[src/rtl/seg_scan_driver.sv]
// seg_scan_driver
//   Time-multiplexed driver for an 8-digit, common-anode 7-segment display.
//   A slot counter divides clk into SCAN_DIV-cycle digit slots. The digit index
//   advances at each slot wrap. Each slot starts with BLANK_CYC cycles of all
//   anodes off, which suppresses ghosting between digits. The digit is lit for
//   the rest of the slot.
//
// Parameters
//   SCAN_DIV   clk cycles per digit slot (>= 2)
//   BLANK_CYC  dark cycles at the start of each slot (0 <= BLANK_CYC < SCAN_DIV)
//
// Ports
//   clk        system clock, rising edge
//   rst_n      asynchronous active-low reset
//   en         1 = scanning; 0 = display dark, slot counter and index frozen
//   digits     packed nibbles, digit i = digits[4i+3:4i], digit 0 rightmost
//   blank      blank[i]=1 turns off segments and dp of digit i
//   dp         dp[i]=1 lights the decimal point of digit i
//   anode      active-low one-hot digit enable
//   seg        active-low cathodes {g,f,e,d,c,b,a}
//   dp_n       active-low decimal point
//   rotate     one-cycle pulse marking the last cycle of each slot
//   digit_idx  digit that owns the current slot (state register, no latency)
module seg_scan_driver #(
  parameter int SCAN_DIV  = 100000,
  parameter int BLANK_CYC = 1000
) (
  input  logic        clk,
  input  logic        rst_n,
  input  logic        en,
  input  logic [31:0] digits,
  input  logic [7:0]  blank,
  input  logic [7:0]  dp,
  output logic [7:0]  anode,
  output logic [6:0]  seg,
  output logic        dp_n,
  output logic        rotate,
  output logic [2:0]  digit_idx
);

  localparam int CW = (SCAN_DIV > 2) ? $clog2(SCAN_DIV) : 1;
  localparam logic [CW-1:0] LAST = CW'(SCAN_DIV - 1);

  // Hex to active-low {g,f,e,d,c,b,a}.
  function automatic logic [6:0] decode7(input logic [3:0] v);
    logic [6:0] s;
    case (v)
      4'h0: s = 7'h40;
      4'h1: s = 7'h79;
      4'h2: s = 7'h24;
      4'h3: s = 7'h30;
      4'h4: s = 7'h19;
      4'h5: s = 7'h12;
      4'h6: s = 7'h02;
      4'h7: s = 7'h78;
      4'h8: s = 7'h00;
      4'h9: s = 7'h10;
      4'hA: s = 7'h08;
      4'hB: s = 7'h03;
      4'hC: s = 7'h46;
      4'hD: s = 7'h21;
      4'hE: s = 7'h06;
      default: s = 7'h0E;
    endcase
    return s;
  endfunction

  logic [CW-1:0] cnt;
  logic          lit_p0;
  logic          show_p0;
  logic          wrap_p0;
  logic [3:0]    nib_p0;

  // With no dark gap the compare against zero is always true, so it is
  // elided rather than left as a constant comparison.
  if (BLANK_CYC == 0) begin : g_nogap
    assign lit_p0 = en;
  end else begin : g_gap
    localparam logic [CW-1:0] BLANK_V = CW'(BLANK_CYC);
    assign lit_p0 = en & (cnt >= BLANK_V);
  end

  assign wrap_p0 = en & (cnt == LAST);
  assign nib_p0  = digits[{digit_idx, 2'b00} +: 4];
  assign show_p0 = lit_p0 & ~blank[digit_idx];

  // ---- stage p0 -> registered outputs (1-cycle latency from cnt/digit_idx) ----
  always_ff @(posedge clk or negedge rst_n) begin
    if (!rst_n) begin
      cnt       <= '0;
      digit_idx <= 3'd0;
      anode     <= 8'hFF;
      seg       <= 7'h7F;
      dp_n      <= 1'b1;
      rotate    <= 1'b0;
    end else begin
      rotate <= wrap_p0;
      // Anode derives from a single index, so at most one bit is ever low.
      anode  <= lit_p0 ? ~(8'h01 << digit_idx) : 8'hFF;
      seg    <= show_p0 ? decode7(nib_p0) : 7'h7F;
      dp_n   <= show_p0 ? ~dp[digit_idx] : 1'b1;
      if (en) begin
        if (cnt == LAST) begin
          cnt       <= '0;
          digit_idx <= digit_idx + 3'd1;
        end else begin
          cnt <= cnt + CW'(1);
        end
      end
    end
  end

endmodule
[config.mk]
export PLATFORM = sky130hd
export DESIGN_NAME = seg_scan_driver
export DESIGN_NICKNAME = d
export VERILOG_FILES = /design/src/rtl/seg_scan_driver.sv
export SDC_FILE = /design/constraint.sdc
export NUM_CORES = 1
export LEC_CHECK = 0
export BUFFER_PORTS_ARGS = -buffer_cell sky130_fd_sc_hd__buf_2
export CAP_MARGIN = 40
export CORE_MARGIN = 1
export CORE_UTILIZATION = 42
export DETAILED_ROUTE_END_ITERATION = 10
export MAX_ROUTING_LAYER = met4
export PLACE_DENSITY = 0.7
export SLEW_MARGIN = 15
export SYNTH_ARGS = -nofsm -noshare
export SYNTH_HDL_FRONTEND = slang
export SYNTH_SLANG_ARGS = --single-unit
[constraint.sdc]
create_clock -name clk -period 2.1 [get_ports clk]
set_input_delay 0.42 -clock clk [delete_from_list [all_inputs] [get_ports clk]]
set_output_delay 0.42 -clock clk [all_outputs]
set_load 0.005 [all_outputs]
# --- Word-level counts from Yosys, hierarchy flattened ---
# Memory sizes are Yosys's and may differ from the RTL's.
# Index checks and enable logic that the tools add are counted.
op_classes:
  magnitude_cmp: 2
  muxes: 8
  shifts: 2
  eq_ne: 1
  reduce_logical: 1
  bitwise: 6
  n_addsub: 2
op_table:
  columns: ["operator", "count"]
  rows:
  - ["$shiftx 32x6->4", 1]
  - ["$add 17x1->17 const B", 1]
  - ["$eq 17x17->1 const B", 1]
  - ["$ge 17x10->1 const B", 1]
  - ["$mux 17", 1]
  - ["$mux 8", 1]
  - ["$not 8->8", 1]
  - ["$shl 1x3->8 const A", 1]
  - ["$mux 7", 1]
  - ["$bmux 1 s3", 2]
  - ["$lt 3x4->1 const B", 1]
  - ["$add 3x1->3 const B", 1]
  - ["$and 1x1->1", 3]
  - ["$mux 1", 3]
  - ["$not 1->1", 2]
  - ["$reduce_and 2->1", 1]
word_totals:
  mem_bits_ro: 112
  mem_count: 1
  word_cells: 29
  ff_bits: 37
  output_inout_bits: 20
memory_table:
  columns: ["name", "words", "word_bits", "rd", "rd_ports_with_merged_regs", "write_ports", "line_no", "rtl"]
  rows:
  - ["(no name shown)", 16, 7, 1, 0, 0, "47", "case (v)"]

# --- Logic depth before layout (Yosys ltp) ---
logic_depth:
  depth_word: 5
  ltp_mapped: 9
  ltp_nobuf: 8

# --- Least setup slack after synthesis ---
# No wires, ideal clock.
synth_path:
  path_kind: "reg-to-reg"
  start: "register digit_idx[0]"
  end: "register seg[4]"
  setup_ns: 0.096
  period_less_slack_ns: 2.163
  arrival_ns: 2.066
  path_buffers: 1
  path_slack_ns: -0.063
  path_stages_with_launch: 8
  cell_sequence: "dfrtp_1 -> buf_6 -> mux4_2 -> mux2_4 -> ha_1 -> mux2_2 -> nand2_1 -> o211ai_1"
synth_between:
  elab_chain_len: 5
  elab_cells_between_ends: 7
  classes_between: "shift (1); mux (3); bitwise (2); memory (1)"
synth_lines:
  columns: ["item", "line_no", "rtl"]
  rows:
  - ["start: declaration", "38", "output logic [2:0] digit_idx"]
  - ["start signal: assignment", "105", "digit_idx <= digit_idx + 3'd1;"]
  - ["parallel branches: the longest is 4 deep, another holds $mem_v2 16x7", null, null]
  - ["$mux 7 (*)", "100", "seg <= show_p0 ? decode7(nib_p0) : 7'h7F;"]
  - ["end signal: assignment", "100", null]
  - ["end: declaration", "35", "output logic [6:0] seg,"]
# Mark *: on every way between the ends. The select of a mux whose other input is x is not followed.
# A chain may end at the register's enable or synchronous reset.

# --- Worst setup path in the final report ---
layout_path:
  start: "register digit_idx[0]"
  end: "register seg[6]"
# The elaborated chain is that of the path after synthesis.

==> results.json <==
{
  "critical_path_source": "digit_idx[0]",
  "root_buffer": "clkbuf_8",
  "grtUsageTotal_pct": 18.99,
  "worst_hold_path_type": "primary input to asynchronous set/reset pin",
  "final-hold-violation-count": 0,
  "cts_buffer_depth": 2,
  "critical_path_class": "register to register",
  "initial_utilization_pct": 44.17,
  "dr.pass1.iters": 4,
  "final_max_slew_viol_count": 0,
  "post-synth-top-area-cell": "dfrtp_1",
  "critical-path-slowest-cell": "mux4_2",
  "critical_path.startpoint_type": "register",
  "combinationalPowerShare_pct": 14.8,
  "synthTopCellsByArea": "dfrtp_1 (23%), dfstp_2 (18%), mux4_1 (8.1%), ha_1 (7.7%), mux4_2 (4.9%)",
  "cts_hold_buffers": 0,
  "postRouteAntennaNets": 0,
  "endpoint_kind_of_the_worst_setup_timing_path": "register",
  "largest_stage_delay_on_the_critical_path_ns": 0.55,
  "power-per-cell-area_nw_per_um2": 587.7,
  "ordered_cell_list_for_the_critical_path": "clkbuf_4, mux4_2, mux2i_4, buf_6, mux2i_1, o221ai_1",
  "postSynthNetCount": 268,
  "syn-instance-count": 203,
  "dieHeight_um": 75.76,
  "syn-cell-area_um2": 2285,
  "first_pass_grt_wire_length_mm": 7.893,
  "numClockSinks": 37,
  "yosys.area.top_type_share_pct": 23.00,
  "ctsHtreeMaxLevel": 2,
  "routed_wirelength_mm": 4.861,
  "critical_path_arrival_ns": 2.16,
  "setup_viol_count_final": 0,
  "grt_pass1_vias": 1747,
  "worstPathRequired_ns": 2.29,
  "area_delta_synth_final_pct": 29.63,
  "synth.yosys.seq_area_share_pct": 41.40,
  "power.switching_mw": 0.4447,
  "nets": 357,
  "worst_skew_pair.late_latency_ns": 0.28,
  "synth_xor_area_share_pct": 4.984,
  "synth.ff_latch_count": 37,
  "total_negative_slack_for_setup_checks_ns": 0,
  "share_clk_of_total_power_pct": 36.6,
  "final_period_minus_worst_setup_slack_ns": 1.974,
  "cell_internal_pwr_mw": 1.296,
  "initial_antenna_violation_count": 0,
  "clock_pin_transition_on_the_worst_setup_and_hold_timing_paths_ns": 0.08,
  "average_via_count_per_standard_cell": 5.047,
  "outcome": "finished clean",
  "critical_path.reg2reg.startpoint": "digit_idx[0]",
  "syn-mean-instance-area_um2": 11.25,
  "via_count": 1832,
  "fmax_mhz": 506.7,
  "critical_path.n_buffers_inverters": 2,
  "cts_inserted_buffers": 5,
  "setup_repair_after_global_routing_missed_its_margin": "false",
  "layout-drive-gt1-share_pct": 46.42,
  "ys_warn_count": 0,
  "post_route_drc": 0,
  "synth_top_family_by_area": "simple AND/OR/NAND/NOR gates",
  "maxCapViolCount": 0,
  "reported_leakage_power_nw": 1.379,
  "fin_worst_skew_ns": 0.006111,
  "antenna_cells_inserted": 0,
  "drt_iter0_drc": 110,
  "synth-simple-area-share_pct": 17.96,
  "grt_overflow": 0,
  "detailedPlacementHpwl_mm": 3.757,
  "route.detailed.wl_per_inst_um": 13.39,
  "synth_compound_gate_area_share_pct": 6.462,
  "switching_share_pct": 25.55,
  "fp.dieArea_um2": 5739,
  "fp-row-count": 26,
  "placement.setup.worst_slack_ns": 0.02962,
  "max-slew-margin-rel_pct": 75.72,
  "timing_worst_slew_pin_value_ns": 0.3642,
  "ioPinCount": 71,
  "ys_top_cells_by_count": "nand2_1 (29), dfrtp_1 (21), dfstp_2 (16), ha_1 (14), nor2_1 (11)",
  "postLayoutSetupSlackWorst_ns": 0.1263,
  "post_synth_fa_ha_maj_area_fraction_pct": 7.667,
  "grt_max_degree": 16,
  "post_synth_edffs": 0,
  "max-vdd-ir-drop_uv": 442.0,
  "finalCritPeriodShare_pct": 93.99,
  "synth_flop_cell": "dfrtp_1",
  "synth_most_common_cell": "nand2_1",
  "critical_path_peak_fanout": 11,
  "cp_top_family": "multiplexers",
  "io_buffers": 70,
  "core_region_area_um2": 5172,
  "synth_async_sr_flop_share_pct": 100.0,
  "floorplan.die.width_um": 75.76,
  "yosysUniqueCellTypes": 43,
  "sequentialPowerShare_pct": 48.6,
  "synth.area.mux_share_pct": 17.36,
  "clock_tree_from_tritoncts": "built",
  "gp_congestion": 0.7893
}
[kinds of logic (layout without fill, tap and decap cells)]
family / Yosys count / count (layout)
AO/OA/AOI/OAI: 22 / 22
XOR/XNOR: 13 / 13
adder cells (fa/ha/maj): 14 / 14
buffers and inverters: 19 / 109
flip-flops: 37 / 37
multiplexers: 20 / 20
AND/OR/NAND/NOR: 78 / 78
[layer usage]
| layer | vias up | GRT usage, % | part of all wire, % |
|---|---|---|---|
| li1 | 907 | - | - |
| met3 | 2 | 3.836 | 5.1 |
| met2 | 65 | 28.81 | 48 |
| met5 | - | - | 0 |
| met1 | 858 | 25.89 | 47 |
| met4 | 0 | 5.350 | 0.70 |
[path summary, 6_finish.rpt]
| check | end | slack [ns] | depth (start not counted) |
|---|---|---|---|
| worst max-delay path | seg[6] | 0.13 | 6 |
| worst min-delay path | cnt[6] | 0.02 | 1 |
| worst max register to register | seg[6] | 0.13 | 6 |
| worst min register to register | cnt[12] | 0.53 | 1 |
| max in group asynchronous | seg[4] | 1.50 | 2 |
| min in group clk | cnt[1] | 0.45 | 2 |
[placed cells by master (no fill, tap or decap), drive strengths merged, types with 4 or more instances in the layout]
cell type and n:
dfrtp 21, o21ai 7, xnor2 7, dfstp 16, nand3 7, buf 92, o211ai 6, mux4 12
mux2i 5, xor2 6, nor2 11, and3 4, nand4 5, inv 8, nand2 29, clkbuf 7
ha 14
[worst register-to-register path: cells and delay by family, from the launching register on]
kind	cells	cell delay (ns)
compound gates	1	0.15
buf+inv	2	0.37
flops	1	0.44
mux	3	0.93
[power groups by stage]
stage               logic, mW  registers [mW]  clock network (mW)
floorplan               0.180           0.812                   0
global placement        0.249           0.851                   0
detailed placement      0.257           0.856                   0
CTS                     0.258           0.844               0.651
global route            0.294           0.857               0.681
finish                  0.257           0.847               0.637
[stage by stage]
stage | area, µm² | hold WS (ns) | total power [mW] | utilization [%] | cells
floorplan | 2286 | 0.1244 | 0.9923 | - | 203
CTS | 2937 | 0.02449 | 1.753 | 56.77 | 361
global placement | 2816 | 0.3304 | 1.101 | 54.45 | 353
global route | 2962 | 0.02643 | 1.831 | 57.26 | 363
finish | 2962 | 0.01950 | 1.741 | 57.26 | 363
detailed placement | 2816 | 0.3359 | 1.113 | 54.45 | 353
[what timing repair did]
| action | 4_1_cts | 5_1_grt |
|---|---|---|
| endpoints found under the setup margin | 0 | 11 |
| resized for setup | 0 | 8 |
| setup buffers | 0 | 2 |
| hold endpoints to repair | 0 | 0 |
[registers in the layout, indices dropped and copies added (netlist names)]
name,flops
cnt,17
dp_n,1
seg,7
anode,8
rotate,1
digit_idx,3
[area by class of cell]
cell class,instances,area (µm²)
fill,471,2211
multi-input combinational,147,1250
sequential,37,947.2
timing repair buffer,93,526.8
tap,70,87.58
clock buffer,6,82.58
clock inverter,2,37.54
inverter,8,30.03
Note: power is estimated with default switching activity, not from simulation.
